**src/rtl/console_pkg.sv**
```systemverilog
// rtl/console_pkg.sv - shared constants and palette for the text-mode renderer
package console_pkg;

  localparam logic [23:0] BORDER_DEFAULT = 24'h000000;

  // Attribute byte layout: {blink, bg[2:0], fg[3:0]}
  localparam int ATTR_FG_LSB    = 0;
  localparam int ATTR_BG_LSB    = 4;
  localparam int ATTR_BLINK_BIT = 7;

  localparam int PIPE_LAT    = 4;
  localparam int CURSOR_ROWS = 2;

  // 16-entry CGA-style palette
  function automatic logic [23:0] cga_color(input logic [3:0] idx);
    logic [23:0] c;
    case (idx)
      4'h0: c = 24'h000000;
      4'h1: c = 24'h0000AA;
      4'h2: c = 24'h00AA00;
      4'h3: c = 24'h00AAAA;
      4'h4: c = 24'hAA0000;
      4'h5: c = 24'hAA00AA;
      4'h6: c = 24'hAA5500;
      4'h7: c = 24'hAAAAAA;
      4'h8: c = 24'h555555;
      4'h9: c = 24'h5555FF;
      4'hA: c = 24'h55FF55;
      4'hB: c = 24'h55FFFF;
      4'hC: c = 24'hFF5555;
      4'hD: c = 24'hFF55FF;
      4'hE: c = 24'hFFFF55;
      default: c = 24'hFFFFFF;
    endcase
    return c;
  endfunction

endpackage

```
**src/rtl/attributemap.sv**
```systemverilog
// rtl/attributemap.sv - combinational attribute byte to fg/bg colour and blink flag
module attributemap
  import console_pkg::*;
(
  input  logic [7:0]  attr,
  output logic [23:0] fg,
  output logic [23:0] bg,
  output logic        blink
);

  // Background only has eight colours; the top attribute bit is reused for blink
  always_comb begin
    fg    = cga_color(attr[ATTR_FG_LSB +: 4]);
    bg    = cga_color({1'b0, attr[ATTR_BG_LSB +: 3]});
    blink = attr[ATTR_BLINK_BIT];
  end

endmodule

```
**src/rtl/console_blink_timer.sv**
```systemverilog
// rtl/console_blink_timer.sv - frame counter driving attribute and cursor blink phases
module console_blink_timer #(
  parameter int BLINK_LOG2  = 5,
  parameter int CURSOR_LOG2 = 4
) (
  input  logic clk_pixel,
  input  logic rst_n,
  input  logic frame_tick,
  output logic blink_phase,
  output logic cur_phase
);

  localparam int CNT_W = ((BLINK_LOG2 > CURSOR_LOG2) ? BLINK_LOG2 : CURSOR_LOG2) + 1;

  logic [CNT_W-1:0] cnt;

  // Free-running frame count, advanced once per frame origin pixel
  always_ff @(posedge clk_pixel or negedge rst_n) begin
    if (!rst_n) cnt <= '0;
    else if (frame_tick) cnt <= cnt + CNT_W'(1);
  end

  assign blink_phase = cnt[BLINK_LOG2];
  assign cur_phase   = cnt[CURSOR_LOG2];

endmodule

```
**src/rtl/console_text_renderer.sv**
```systemverilog
// rtl/console_text_renderer.sv - four-stage text-mode pixel pipeline with cursor and blink
module console_text_renderer
  import console_pkg::*;
#(
  parameter int          BIT_WIDTH   = 12,
  parameter int          BIT_HEIGHT  = 11,
  parameter int          FONT_WIDTH  = 8,
  parameter int          FONT_HEIGHT = 16,
  parameter int          COLS        = 80,
  parameter int          ROWS        = 30,
  parameter int          BLINK_LOG2  = 5,
  parameter int          CURSOR_LOG2 = 4,
  parameter logic [23:0] BORDER_RGB  = BORDER_DEFAULT
) (
  input  logic                            clk_pixel,
  input  logic                            rst_n,
  input  logic [BIT_WIDTH-1:0]            cx,
  input  logic [BIT_HEIGHT-1:0]           cy,
  input  logic                            cursor_en,
  input  logic [$clog2(COLS)-1:0]         cursor_col,
  input  logic [$clog2(ROWS)-1:0]         cursor_row,
  output logic [$clog2(COLS*ROWS)-1:0]    tram_addr,
  input  logic [15:0]                     tram_data,
  output logic [8+$clog2(FONT_HEIGHT)-1:0] font_addr,
  input  logic [FONT_WIDTH-1:0]           font_data,
  output logic [23:0]                     rgb
);

  localparam int FW_LOG2 = $clog2(FONT_WIDTH);
  localparam int FH_LOG2 = $clog2(FONT_HEIGHT);
  localparam int AW      = $clog2(COLS*ROWS);
  localparam int CW      = BIT_WIDTH - FW_LOG2;
  localparam int RW      = BIT_HEIGHT - FH_LOG2;

  localparam logic [CW-1:0]      COLS_W    = CW'(COLS);
  localparam logic [RW-1:0]      ROWS_W    = RW'(ROWS);
  localparam logic [FH_LOG2-1:0] CUR_START = FH_LOG2'(FONT_HEIGHT - CURSOR_ROWS);
  localparam logic [FW_LOG2-1:0] HMAX      = FW_LOG2'(FONT_WIDTH - 1);

  logic [CW-1:0]      col;
  logic [RW-1:0]      row;
  logic [FW_LOG2-1:0] hidx;
  logic [FH_LOG2-1:0] vidx;
  logic               inarea, hit, frame_tick;

  logic [FW_LOG2-1:0] s1_hidx, s2a_hidx, s2_hidx, s3_hidx;
  logic [FH_LOG2-1:0] s1_vidx, s2a_vidx;
  logic               s1_in, s2a_in, s2_in, s3_in;
  logic               s1_hit, s2a_hit, s2_hit, s3_hit;
  logic [7:0]         s2_attr, s3_attr;

  logic [23:0] fg, bg, rgb_next;
  logic        blink, blink_phase, cur_phase, pixel;

  // S1 decode: cell coordinates come straight from the beam every pixel
  always_comb begin
    col        = cx[BIT_WIDTH-1:FW_LOG2];
    row        = cy[BIT_HEIGHT-1:FH_LOG2];
    hidx       = cx[FW_LOG2-1:0];
    vidx       = cy[FH_LOG2-1:0];
    inarea     = (col < COLS_W) && (row < ROWS_W);
    hit        = cursor_en && (col == CW'(cursor_col)) && (row == RW'(cursor_row)) &&
                 (vidx >= CUR_START);
    frame_tick = (cx == '0) && (cy == '0);
  end

  // S1 register: text RAM address, parked at 0 outside the text area
  always_ff @(posedge clk_pixel or negedge rst_n) begin
    if (!rst_n) begin
      tram_addr <= '0;
      s1_hidx   <= '0;
      s1_vidx   <= '0;
      s1_in     <= 1'b0;
      s1_hit    <= 1'b0;
    end else begin
      tram_addr <= inarea ? AW'(32'(row) * COLS + 32'(col)) : '0;
      s1_hidx   <= hidx;
      s1_vidx   <= vidx;
      s1_in     <= inarea;
      s1_hit    <= hit;
    end
  end

  // Side-band delay matching the text RAM read cycle
  always_ff @(posedge clk_pixel or negedge rst_n) begin
    if (!rst_n) begin
      s2a_hidx <= '0;
      s2a_vidx <= '0;
      s2a_in   <= 1'b0;
      s2a_hit  <= 1'b0;
    end else begin
      s2a_hidx <= s1_hidx;
      s2a_vidx <= s1_vidx;
      s2a_in   <= s1_in;
      s2a_hit  <= s1_hit;
    end
  end

  // S2 register: font ROM address from codepoint and glyph row; capture attribute
  always_ff @(posedge clk_pixel or negedge rst_n) begin
    if (!rst_n) begin
      font_addr <= '0;
      s2_attr   <= '0;
      s2_hidx   <= '0;
      s2_in     <= 1'b0;
      s2_hit    <= 1'b0;
    end else begin
      font_addr <= {tram_data[7:0], s2a_vidx};
      s2_attr   <= tram_data[15:8];
      s2_hidx   <= s2a_hidx;
      s2_in     <= s2a_in;
      s2_hit    <= s2a_hit;
    end
  end

  // Side-band delay matching the font ROM read cycle
  always_ff @(posedge clk_pixel or negedge rst_n) begin
    if (!rst_n) begin
      s3_attr <= '0;
      s3_hidx <= '0;
      s3_in   <= 1'b0;
      s3_hit  <= 1'b0;
    end else begin
      s3_attr <= s2_attr;
      s3_hidx <= s2_hidx;
      s3_in   <= s2_in;
      s3_hit  <= s2_hit;
    end
  end

  attributemap u_attr (
    .attr  (s3_attr),
    .fg    (fg),
    .bg    (bg),
    .blink (blink)
  );

  console_blink_timer #(
    .BLINK_LOG2  (BLINK_LOG2),
    .CURSOR_LOG2 (CURSOR_LOG2)
  ) u_blink (
    .clk_pixel   (clk_pixel),
    .rst_n       (rst_n),
    .frame_tick  (frame_tick),
    .blink_phase (blink_phase),
    .cur_phase   (cur_phase)
  );

  // S3 pixel select and colour priority: border, cursor inversion, blink, glyph
  always_comb begin
    pixel    = font_data[HMAX - s3_hidx];
    rgb_next = pixel ? fg : bg;
    if (!s3_in)                     rgb_next = BORDER_RGB;
    else if (s3_hit && cur_phase)   rgb_next = pixel ? bg : fg;
    else if (blink && blink_phase)  rgb_next = bg;
  end

  // S4 output register
  always_ff @(posedge clk_pixel or negedge rst_n) begin
    if (!rst_n) rgb <= '0;
    else        rgb <= rgb_next;
  end

endmodule

```
**config.mk**
```make
export PLATFORM = sky130hd
export DESIGN_NAME = console_text_renderer
export DESIGN_NICKNAME = d
export VERILOG_FILES = /design/src/rtl/console_pkg.sv /design/src/rtl/attributemap.sv /design/src/rtl/console_blink_timer.sv /design/src/rtl/console_text_renderer.sv
export SDC_FILE = /design/constraint.sdc
export NUM_CORES = 1
export LEC_CHECK = 0
export ABC_AREA = 1
export BUFFER_PORTS_ARGS = -buffer_cell sky130_fd_sc_hd__buf_4
export CAP_MARGIN = 20
export CORE_ASPECT_RATIO = 2
export CORE_MARGIN = 5
export CORE_UTILIZATION = 50
export CTS_CLUSTER_DIAMETER = 100
export DETAILED_ROUTE_END_ITERATION = 7
export HOLD_SLACK_MARGIN = 0.1
export PLACE_DENSITY = 0.77
export SLEW_MARGIN = 5
export SYNTH_ARGS = -nofsm -noshare
export SYNTH_HDL_FRONTEND = slang
export SYNTH_HIERARCHICAL = 1
export SYNTH_SLANG_ARGS = --single-unit
```
**constraint.sdc**
```tcl
create_clock -name clk_pixel -period 1.3 [get_ports clk_pixel]
set_input_delay 0.13 -clock clk_pixel [delete_from_list [all_inputs] [get_ports clk_pixel]]
set_output_delay 0.13 -clock clk_pixel [all_outputs]
set_load 0.005 [all_outputs]
```
==> metrics.yaml <==
outcome: "complete, but fails checks"
violations: "setup timing"
netlist_area_um2: 4930
route.detailed.drc: 0
fin_ws_ps: -579
required_ps: 1540
ys_warn_count: 6
ys_seq_area_share_pct: 49.7
maxCapViolations: 0
tns_ps: -8740
hold_class: "primary input to register"
dp_hpwl_mm: 8.90
endpoint_kind: "register"
synth_top_area_share_pct: 49.7
rsz0062_at_grt: "true"
vias: 4762
drive_above_1_share_pct: 42.5
critPathArrivalTime_ps: 2120
critPathMaxFanout: 3
fillCellCount: 598
ioPinCount: 110
max_freq_mhz: 532
placement.io_buffers: 109
area_delta_synth_final_pct: 49.8
grt_usage_pct: 25.8
grt_first_pass_wirelength_mm: 23.4
htreeDepth: 3
min_period_ps: 1880
mostFrequentLayoutCells: "158 x buf_4, 97 x dfrtp_1, 84 x nand2_1"
synth.avg_cell_area_um2: 9.18
die-area_um2: 12100
clk_pin_slew_ps: 70
vdd_drop_max_mv: 1.10
critPathKind: "primary input to register"
yosysUniqueCellTypes: 36
root_buffer: "clkbuf_16"
die_h_um: 150
skew_ps: 5.64
hold_ws_ps: 147
setup_viol: 33
routabilityCongestion: 0.937
cp_common_cell: "ha_4"
cts_tree: "yes"
drt_wl_total_mm: 16.9
cts.sinks: 98
wire_per_inst_um: 20.1
grt_pass1_vias: 4863
slowest_delay_ps: 540
vias_per_cell: 5.65
leakagePower_nw: 3.73
slowest_stage: "fa_1"
dp_slack_ps: -934
numCtsBuffers: 9
core-area_um2: 9700
rows: 51
antenna_left: 0
synth-seq-cells: 98
slew_viol_final: 0
antenna_found_initial: 0
finalCritPeriodShare_pct: 145
startpoint_type: "primary input"
clk_latency_ps: 350
start_util_pct: 50.9
firstDrtPassIters: 6
hold_viol_final: 0
synth.area.top_cells: "dfrtp_1 50%, nand2_1 8.4%, nand3_1 8.1%"
power_density_nw_per_um2: 1040
mostFrequentLayoutCell: "buf_4"
grt_max_degree: 44
die_x_um: 80.2
yosys.area.top_type: "dfrtp_1"
path_cells: "buf_8 > ha_4 > ha_4 > fa_1 > ha_4 > buf_4 > buf_6 > nand2_2 > inv_2 > nor2_2 > nor2_2 > o21ai_1 > a21oi_2"
drtIter0Drc: 615
n_antenna_cell: 0
place_inst: 765
fin_cells: 843
syn_inst: 537
nets: 785
clk_path_buf_depth: 2
grt_remaining_overflow: 0
==> final timing paths <==
kind / startpoint / to / slack [ps] / cells after the start
worst min-delay path: cx[6] / tram_addr[3]$_DFF_PN0_ / 150 / 4
worst max register to register: s3_hidx[0]$_DFF_PN0_ / rgb[7]$_DFF_PN0_ / -360 / 10
max in group asynchronous: rst_n / s3_hidx[0]$_DFF_PN0_ / 560 / 3
min in group asynchronous: rst_n / font_addr[1]$_DFF_PN0_ / 200 / 2
worst min register to register: s2a_hidx[0]$_DFF_PN0_ / s2_hidx[0]$_DFF_PN0_ / 350 / 0
worst max-delay path: cy[7] / tram_addr[10]$_DFF_PN0_ / -580 / 13
==> registers in the layout (all words and copies together) (netlist names) <==
signal,flops
s2_in,1
s2_hidx,3
font_addr,12
s1_in,1
s2a_hidx,3
s1_hit,1
s1_hidx,3
s3_hit,1
s2a_vidx,4
rgb,24
s2a_in,1
tram_addr,12
s1_vidx,4
s3_attr,8
s3_hidx,3
s2_hit,1
u_blink/cnt,6
s2a_hit,1
s2_attr,8
s3_in,1
==> cell type report <==
cell class / instances / area [µm²] / area share [%]
Clock buffer: 9 / 225 / 3.05
Clock inverter: 7 / 72.6 / 0.982
Inverter: 36 / 135 / 1.83
Multi-Input combinational cell: 346 / 2300 / 31.1
Sequential cell: 98 / 2450 / 33.2
Tap cell: 132 / 165 / 2.24
Timing Repair Buffer: 215 / 2040 / 27.6
==> through the flow <==
stage | utilization (%) | area [µm²] | power, mW
global route | 76.2 | 7390 | 8.01
finish | 76.2 | 7390 | 7.72
floorplan | - | 5060 | 4.01
global placement | 61.6 | 5970 | 4.39
CTS | 72.2 | 7000 | 7.41
detailed placement | 61.6 | 5970 | 4.46
==> repair_timing <==
action,CTS,global route
endpoints found under the setup margin,33,43
hold endpoints to repair,123,0
pin swaps,30,65
buffers inserted,13,8
cloned,9,5
hold buffers,28,0
resized for setup,34,74
==> cells by family after synthesis <==
group / after synthesis / synth area share (%)
and+or+nand+nor: 280 / 26.9
AOI/OAI and AO/OA: 24 / 2.77
other: 1 / 0.0760
xor gates and xnor gates: 13 / 2.31
buffers and inverters: 103 / 13.4
DFF: 98 / 49.7
muxes: 1 / 0.228
adders and majority gates: 17 / 4.62
==> worst max-delay path: cells and delay by family <==
family | cells | cell delay (ps)
AND/OR/NAND/NOR | 3 | 250
buffers and inverters | 4 | 390
adder cells (fa/ha/maj) | 4 | 1170
AO/OA/AOI/OAI | 2 | 180
==> synth_stat cells <==
cell type,count
buf_1,1
nor2_1,41
nand2_1,110
buf_12,4
inv_2,3
dfrtp_1,98
a22o_1,1
nor4_1,5
ha_1,15
nand2_2,2
a21oi_1,10
buf_2,5
fa_1,2
xor2_1,10
nand3_1,80
nor2_2,3
o211ai_1,1
a21oi_2,1
a221oi_1,1
buf_4,48
o22ai_1,2
nand3_4,3
nand3b_1,1
o21ai_0,8
inv_1,32
xnor2_1,3
clkinv_1,1
buf_8,2
mux2_2,1
nand2_4,1
clkbuf_1,7
nor3_1,3
nand3b_2,1
nand3_2,3
nand4_1,27
conb_1,1
==> metal layers <==
metal	routed length [µm]	up-vias	GRT usage, %
met1	5040	2254	23.8
li1	-	2062	-
met2	9480	334	48.0
met5	0	-	0
met3	1130	112	4.25
met4	1270	0	20.3
==> power by group <==
part,switching (mW),leakage [nW],internal (mW)
sequential,0.0383,1.25,3.14
combinational,1.00,2.33,0.915
clock,1.27,0.143,1.35
Note: power is estimated with default switching activity, not from simulation.
